===== config.mk =====
export PLATFORM = sky130hd
export DESIGN_NAME = key_input_ctrl
export DESIGN_NICKNAME = d
export VERILOG_FILES = /design/src/rtl/board_pkg.sv /design/src/rtl/btn_debounce.sv /design/src/rtl/key_input_ctrl.sv
export SDC_FILE = /design/constraint.sdc
export NUM_CORES = 1
export LEC_CHECK = 0
export CORE_AREA = 2 2 86 88
export CTS_BUF_LIST = sky130_fd_sc_hd__clkbuf_2 sky130_fd_sc_hd__clkbuf_4 sky130_fd_sc_hd__clkbuf_8
export CTS_CLUSTER_DIAMETER = 50
export DETAILED_ROUTE_END_ITERATION = 6
export DIE_AREA = 0 0 88 90
export PLACE_DENSITY_LB_ADDON = 0.25
export SYNTH_ARGS = -nofsm -noshare
export SYNTH_HDL_FRONTEND = slang
export SYNTH_SLANG_ARGS = --single-unit

===== constraint.sdc =====
create_clock -name clk -period 5.7 [get_ports clk]
set_clock_uncertainty 0.05 [all_clocks]
set_input_delay 0.57 -clock clk [delete_from_list [all_inputs] [get_ports clk]]
set_output_delay 0.57 -clock clk [all_outputs]
set_load 0.05 [all_outputs]

===== src/rtl/board_pkg.sv =====
// Shared board-level constants and the key repeat FSM encoding.
// Also provides the counter-width helper used by the debounce and repeat timers.
package board_pkg;

  localparam int CLK_HZ         = 100_000_000;
  localparam int DEB_CYCLES_DEF = CLK_HZ / 100;
  localparam int REP_DELAY_DEF  = CLK_HZ / 2;
  localparam int REP_PERIOD_DEF = CLK_HZ / 10;

  typedef enum logic [1:0] {
    KEY_IDLE   = 2'd0,
    KEY_HELD   = 2'd1,
    KEY_REPEAT = 2'd2
  } key_state_e;

  // Bits needed to hold every value from 0 to max_val.
  function automatic int cnt_width(input int max_val);
    return (max_val > 1) ? $clog2(max_val + 1) : 1;
  endfunction

endpackage


===== src/rtl/btn_debounce.sv =====
// Two-flop synchronizer, stable-count debouncer and one-cycle rising-edge pulse
// for one raw push-button.
module btn_debounce
  import board_pkg::*;
#(
  parameter int DEB_CYCLES = DEB_CYCLES_DEF
) (
  input  logic clk,
  input  logic rst,
  input  logic btn,
  output logic level,
  output logic pulse
);

  localparam int CW = cnt_width(DEB_CYCLES - 1);
  localparam logic [CW-1:0] CNT_LAST = CW'(DEB_CYCLES - 1);

  logic          s1;
  logic          s2;
  logic          stable;
  logic          stable_q;
  logic [CW-1:0] cnt;

  always_ff @(posedge clk or posedge rst) begin
    if (rst) begin
      s1       <= 1'b0;
      s2       <= 1'b0;
      stable   <= 1'b0;
      stable_q <= 1'b0;
      cnt      <= '0;
    end else begin
      s1       <= btn;
      s2       <= s1;
      stable_q <= stable;
      if (s2 == stable) begin
        cnt <= '0;
      end else if (cnt == CNT_LAST) begin
        stable <= s2;
        cnt    <= '0;
      end else begin
        cnt <= cnt + CW'(1);
      end
    end
  end

  assign level = stable;
  assign pulse = stable & ~stable_q;

endmodule


===== src/rtl/key_input_ctrl.sv =====
// Board input conditioner: debounced go/address buttons, address step pulses
// with hold-to-auto-repeat, and the memory-view address counter.
module key_input_ctrl
  import board_pkg::*;
#(
  parameter int DEB_CYCLES = DEB_CYCLES_DEF,
  parameter int REP_DELAY  = REP_DELAY_DEF,
  parameter int REP_PERIOD = REP_PERIOD_DEF,
  parameter int REPEAT_EN  = 1,
  parameter int ADDR_W     = 10
) (
  input  logic              clk,
  input  logic              rst,
  input  logic              go,
  input  logic              addrI,
  input  logic              view_en,
  output logic              go_pulse,
  output logic              addr_pulse,
  output logic [ADDR_W-1:0] mem_addr,
  output logic              go_level
);

  localparam int RMAX = (REP_DELAY > REP_PERIOD) ? REP_DELAY : REP_PERIOD;
  localparam int RW   = cnt_width(RMAX);
  // HELD counts 0..REP_DELAY so the first repeat lands REP_DELAY+1 cycles after the press pulse.
  localparam logic [RW-1:0] DELAY_LAST  = RW'(REP_DELAY);
  localparam logic [RW-1:0] PERIOD_LAST = RW'(REP_PERIOD - 1);

  logic          addr_level;
  logic          addr_rise;
  key_state_e    state;
  key_state_e    state_d;
  logic [RW-1:0] rcnt;
  logic [RW-1:0] rcnt_d;

  btn_debounce #(.DEB_CYCLES(DEB_CYCLES)) u_go_deb (
    .clk   (clk),
    .rst   (rst),
    .btn   (go),
    .level (go_level),
    .pulse (go_pulse)
  );

  btn_debounce #(.DEB_CYCLES(DEB_CYCLES)) u_addr_deb (
    .clk   (clk),
    .rst   (rst),
    .btn   (addrI),
    .level (addr_level),
    .pulse (addr_rise)
  );

  always_ff @(posedge clk or posedge rst) begin
    if (rst) begin
      state <= KEY_IDLE;
      rcnt  <= '0;
    end else begin
      state <= state_d;
      rcnt  <= rcnt_d;
    end
  end

  always_comb begin
    state_d    = state;
    rcnt_d     = rcnt;
    addr_pulse = 1'b0;
    case (state)
      KEY_IDLE: begin
        if (addr_rise) begin
          addr_pulse = 1'b1;
          rcnt_d     = '0;
          if (REPEAT_EN != 0) state_d = KEY_HELD;
        end
      end
      KEY_HELD: begin
        if (!addr_level) begin
          state_d = KEY_IDLE;
        end else if (rcnt == DELAY_LAST) begin
          addr_pulse = 1'b1;
          rcnt_d     = '0;
          state_d    = KEY_REPEAT;
        end else begin
          rcnt_d = rcnt + RW'(1);
        end
      end
      KEY_REPEAT: begin
        if (!addr_level) begin
          state_d = KEY_IDLE;
        end else if (rcnt == PERIOD_LAST) begin
          addr_pulse = 1'b1;
          rcnt_d     = '0;
        end else begin
          rcnt_d = rcnt + RW'(1);
        end
      end
      default: state_d = KEY_IDLE;
    endcase
  end

  // Leaving view mode clears the address even if a step arrives in the same cycle.
  always_ff @(posedge clk or posedge rst) begin
    if (rst) begin
      mem_addr <= '0;
    end else if (!view_en) begin
      mem_addr <= '0;
    end else if (addr_pulse) begin
      mem_addr <= mem_addr + ADDR_W'(1);
    end
  end

endmodule

==> impl_metrics.toml, run 1 <==
[clocking]
cts_hold_buf = 0
cts_resized = 0
cts_setup_buffers = 0
cts_buffers = 9
clockBufferDepth = 2
tritoncts = "yes"
htreeDepth = 3
clk_pin_slew_ns = 0.08
clk-insertion-delay-late_ns = 0.35
cts.sinks = 86
root_buffer = "clkbuf_8"

[power]
clkPwrFrac = 0.421
finalPower_w = 0.00112
combPwrFrac = 0.026
p_leak_nw = 2.05
power.density_nw_per_um2 = 230
p_sw_w = 0.000237
intPower_w = 0.000879
sw_frac_of_total = 0.213
seqPwrFrac = 0.554
peakVddDrop_mv = 0.146

[sta]
final-max-slew-violation-count = 0
fmax_ghz = 0.279
hold_viol = 0
period_minus_slack_ns = 3.58
relSlewSlack = 0.348
setup_viol = 0
finalSetupTns_ns = 0
worst_pin_slew_ns = 0.970
fin_crit_sh = 0.628
rsz0062_at_grt = "false"

[layout]
area_delta_synth_final_pct = 11.2
antenna_cells = 0
drive_gt1_frac = 0.0625
fin_nets = 490
fin_util = 0.692
fin_area_sq_um = 4860
layout.cells.non_filler = 579

[setup_path]
r2r_end = "rcnt[12]"
cp_slowest_cell = "clkdlybuf4s50_1"
crit_path_max_incr_delay_ns = 0.80
critPathCapture = "addr_pulse"
path_cells = "nor4_1, nand4_1, nor4_1, nor3_2, inv_1, clkdlybuf4s50_1"
worst-setup-path-type = "register to primary output"
crit_cells = 6
cp_max_fo = 15
startpoint = "rcnt[8]"
cp_num_buf_inv = 2
r2r_slack_ns = 3.20
crit_required_ns = 5.08
r2r-start = "state[0]"
cp_data_arrival_time_ns = 2.96
end_kind = "primary output"
path_common_cell = "nor4_1"
start_kind = "register"
worstRegToRegCells = 8
path_delay_family = "simple AND/OR/NAND/NOR gates"

[worst_hold_path]
holdCritPathClass = "register to register"

[floorplanning]
die_h_microns = 90
die_area_sq_um = 7920
rows = 31
ios = 18
die_w_microns = 88
core_sq_um = 7020
start_util = 0.623

[global_routing]
grt_pass1_wl_microns = 14000
grt-ovfl-total = 0
first_global_vias = 3192
antenna_found_initial = 0
grtUsageTotal = 0.220
grt_max_degree = 59

[flow_run]
cap_violations = 0

[route]
via_per_inst = 5.58
wl_per_cell_microns = 13.8
wirelength_microns = 7990
postRouteAntennaNets = 0
vias = 3233
drc = 0
first_pass_iters = 4
drtIter0Drc = 161

[placement]
placed_area_sq_um = 4640
place_inst = 564
finalWeightedCongestion = 0.896
place_hpwl_microns = 5470
portBuffers = 17

[synth]
yosys-top-cells-area = "dfrtp_1 49%, nor2_1 7.6%, xor2_1 6.8%, xnor2_1 5.6%, nand3_1 4.5%"
synth.avg_cell_area_sq_um = 9.59
yosysMostFrequentCell = "nor2_1"
synth_top_cell_by_area = "dfrtp_1"
ys.warnings.count = 0
synth_cell_type_count = 45
synth_nets = 470
synth_common_cells = "89 x nor2_1, 86 x dfrtp_1, 39 x nand2_1, 39 x nand3_1, 34 x xor2_1"
synth_edf_count = 0
syn_inst = 456
synthArstFlopShare = 1.00
synth.top_cell.area_share = 0.492
synth-seq-cells = 86
ys_seq_area_frac = 0.492
synth_area_sq_um = 4370
synthFlopType = "dfrtp_1"

[outcome]
outcome = "completed"
per-stage QoR:
| step | setup slack [ns] | hold WS, ns |
|---|---|---|
| 5_1_grt | 1.93 | 0.309 |
| 6_report | 2.12 | 0.302 |
| 3_5_place_dp | 2.49 | 0.290 |
| 2_1_floorplan | 2.86 | 0.281 |
| 4_1_cts | 2.10 | 0.306 |
| 3_3_place_gp | 2.53 | 0.286 |
layout by cell type, fill, tap and decap left out, types with 9 or more instances in the layout:
cell             instances
inv_1                   15
ha_1                     9
dfrtp_1                 86
nand4_1                  9
clkbuf_8                10
clkdlybuf4s50_1         17
nand3_1                 39
nand2_1                 39
xnor2_1                 28
nor2_1                  89
nor3_1                   9
xor2_1                  34
cell families (layout without fill, tap and decap cells):
group	count (synthesis)	count (layout)	share of synthesized area
AO/OA/AOI/OAI	28	28	0.0418
XOR/XNOR	62	62	0.124
adder cells (fa/ha/maj)	9	9	0.0258
buffers and inverters	27	51	0.0255
flip-flops	86	86	0.492
multiplexers	5	5	0.0120
AND/OR/NAND/NOR	239	239	0.278
how the worst min path moves through the flow:
stage / start / to / depth (start not counted) / slack (ns)
3_3_place_gp: u_addr_deb.s1 / u_addr_deb.s2 / 0 / 0.29
5_1_grt: u_addr_deb.s1 / u_addr_deb.s2 / 0 / 0.31
6_report: u_go_deb.s1 / u_go_deb.s2 / 0 / 0.30
3_5_place_dp: u_addr_deb.s1 / u_addr_deb.s2 / 0 / 0.29
4_1_cts: u_go_deb.s1 / u_go_deb.s2 / 0 / 0.31
2_1_floorplan: u_addr_deb.s1 / u_addr_deb.s2 / 0 / 0.28
state kept, by name, indices dropped and copies added (netlist names), 2 cells and up:
register,cells
mem_addr,10
rcnt,26
state,2
u_addr_deb.cnt,20
u_go_deb.cnt,20
layer usage:
layer | track usage | routed length, microns
met5 | 0 | 0
met4 | 0.0987 | 174
met3 | 0.0367 | 283
met2 | 0.343 | 3770
met1 | 0.300 | 3770
area by class of cell:
| class | count | area, sq um |
|---|---|---|
| well taps | 99 | 124 |
| inverters | 16 | 61.3 |
| clock inverters | 5 | 83.8 |
| multi-input cells | 343 | 2110 |
| clock buffers | 10 | 138 |
| flip-flops and latches | 86 | 2150 |
| repair buffers | 20 | 193 |
| fillers | 535 | 2160 |
power by group through the flow:
stage               registers, W   logic, W  clock network, W
floorplan               0.000630  0.0000206                 0
global placement        0.000630  0.0000296                 0
detailed placement      0.000631  0.0000302                 0
CTS                     0.000618  0.0000303          0.000483
global route            0.000619  0.0000346          0.000511
finish                  0.000618  0.0000287          0.000470
Note: power is estimated with default switching activity, not from simulation.
==> run 2: changes to the inputs <==
Settings changed: CORE_AREA 2 2 86 88 to 2 2 91 93, DIE_AREA 0 0 88 90 to 0 0 93 95.
Clock period 5.7 ns to 3.1 ns, I/O delays scaled along.
==> impl_metrics.toml, run 2 (synthesis gave the netlist of run 1 again) <==
[outcome]
outcome = "completed"

[global_routing]
grt-ovfl-total = 0
grt_max_degree = 60
grtUsageTotal = 0.196
antenna_found_initial = 0
grt_pass1_wl_microns = 13800
first_global_vias = 3037

[setup_path]
end_kind = "primary output"
cp_max_fo = 15
start_kind = "register"
worst-setup-path-type = "register to primary output"
cp_data_arrival_time_ns = 2.48
crit_required_ns = 2.74

[sta]
relSlewSlack = 0.362
worst_slack_ns = 0.257
finalSetupTns_ns = 0
worst_pin_slew_ns = 0.952
fin_crit_sh = 0.917
setup_viol = 0
period_minus_slack_ns = 2.84
final-max-slew-violation-count = 0
rsz0062_at_grt = "false"
hold_viol = 0
fmax_ghz = 0.352

[power]
power.density_nw_per_um2 = 425
peakVddDrop_mv = 0.231
p_leak_nw = 2.07

[layout]
fin_util = 0.617
fin_area_sq_um = 4890
area_delta_synth_final_pct = 11.8
largest_reg_flops = 26
top_regs = "rcnt x26, u_addr_deb.cnt x20, u_go_deb.cnt x20"
fin_nets = 491
drive_gt1_frac = 0.0665
layout_commonest_cell = "nor2_1"
largest-register = "rcnt"
antenna_cells = 0
layout_common_cells = "89 x nor2_1, 86 x dfrtp_1, 39 x nand2_1, 39 x nand3_1, 34 x xor2_1"

[route]
via_per_inst = 5.49
first_pass_iters = 4
wirelength_microns = 8170
wl_per_cell_microns = 13.9
vias = 3216
drc = 0
postRouteAntennaNets = 0
drtIter0Drc = 116

[clocking]
cts_hold_buf = 0
clk-insertion-delay-late_ns = 0.35
root_buffer = "clkbuf_8"
cts_buffers = 9
cts_setup_buffers = 0
cts.sinks = 86
tritoncts = "yes"
htreeDepth = 3
cts_resized = 0
clockBufferDepth = 2
clk_pin_slew_ns = 0.08

[floorplanning]
rows = 33
ios = 18
die_area_sq_um = 8840
start_util = 0.551
die_h_microns = 95
core_sq_um = 7930
die_w_microns = 93

[placement]
portBuffers = 17
place_hpwl_microns = 5660
finalWeightedCongestion = 0.821
placed_area_sq_um = 4660
pre_cts_slack_ns = 0.631

[worst_hold_path]
holdCritPathClass = "input port to asynchronous set/reset pin"

[flow_run]
cap_violations = 0
[run 2: final cells by class]
class,instances,area (sq um)
sequential,86,2150
fill,699,3040
inverter,16,61.3
multi-input combinational,343,2110
tap,105,131
clock inverter,3,67.6
clock buffer,12,159
timing repair buffer,21,210
[run 2: path summary, 6_finish.rpt]
kind,startpoint,endpoint,slack (ns),cells after the start
max in group asynchronous,rst,rcnt[17],2.09,3
min in group clk,u_addr_deb.s1,u_addr_deb.s2,0.31,0
worst max-delay path,state[0],addr_pulse,0.26,7
worst min register to register,u_addr_deb.s1,u_addr_deb.s2,0.31,0
worst max register to register,state[0],rcnt[13],0.63,8
worst min-delay path,rst,mem_addr[7],0.25,2
[run 2: metal layers]
metal	global-route usage	routed length, microns	vias up
li1	-	-	1582
met1	0.248	3840	1585
met5	0	0	-
met2	0.335	3960	39
met4	0.0784	138	0
met3	0.0343	229	10
[run 2: worst max-delay path: stages, from the launching register on]
cell	delay [ns]
dfrtp_1	0.42
inv_1	0.08
ha_1	0.31
nand3b_1	0.16
nor4_1	0.09
nor3_2	0.77
inv_1	0.08
buf_4	0.22
[run 2: report_power, final]
part           leakage, nW  switching [W]  internal [W]
Combinational        0.768      0.0000384     0.0000170
Sequential            1.19     0.00000743       0.00113
Clock                0.112       0.000383      0.000503
Total                 2.07       0.000429       0.00165
[run 2: through the flow]
stage / total power, W / instances / hold WS, ns
after global routing: 0.00215 / 586 / 0.284
after global placement: 0.00122 / 571 / 0.287
after CTS: 0.00210 / 586 / 0.262
after detailed placement: 0.00122 / 571 / 0.291
after floorplan: 0.00120 / 456 / 0.281
final: 0.00208 / 586 / 0.247
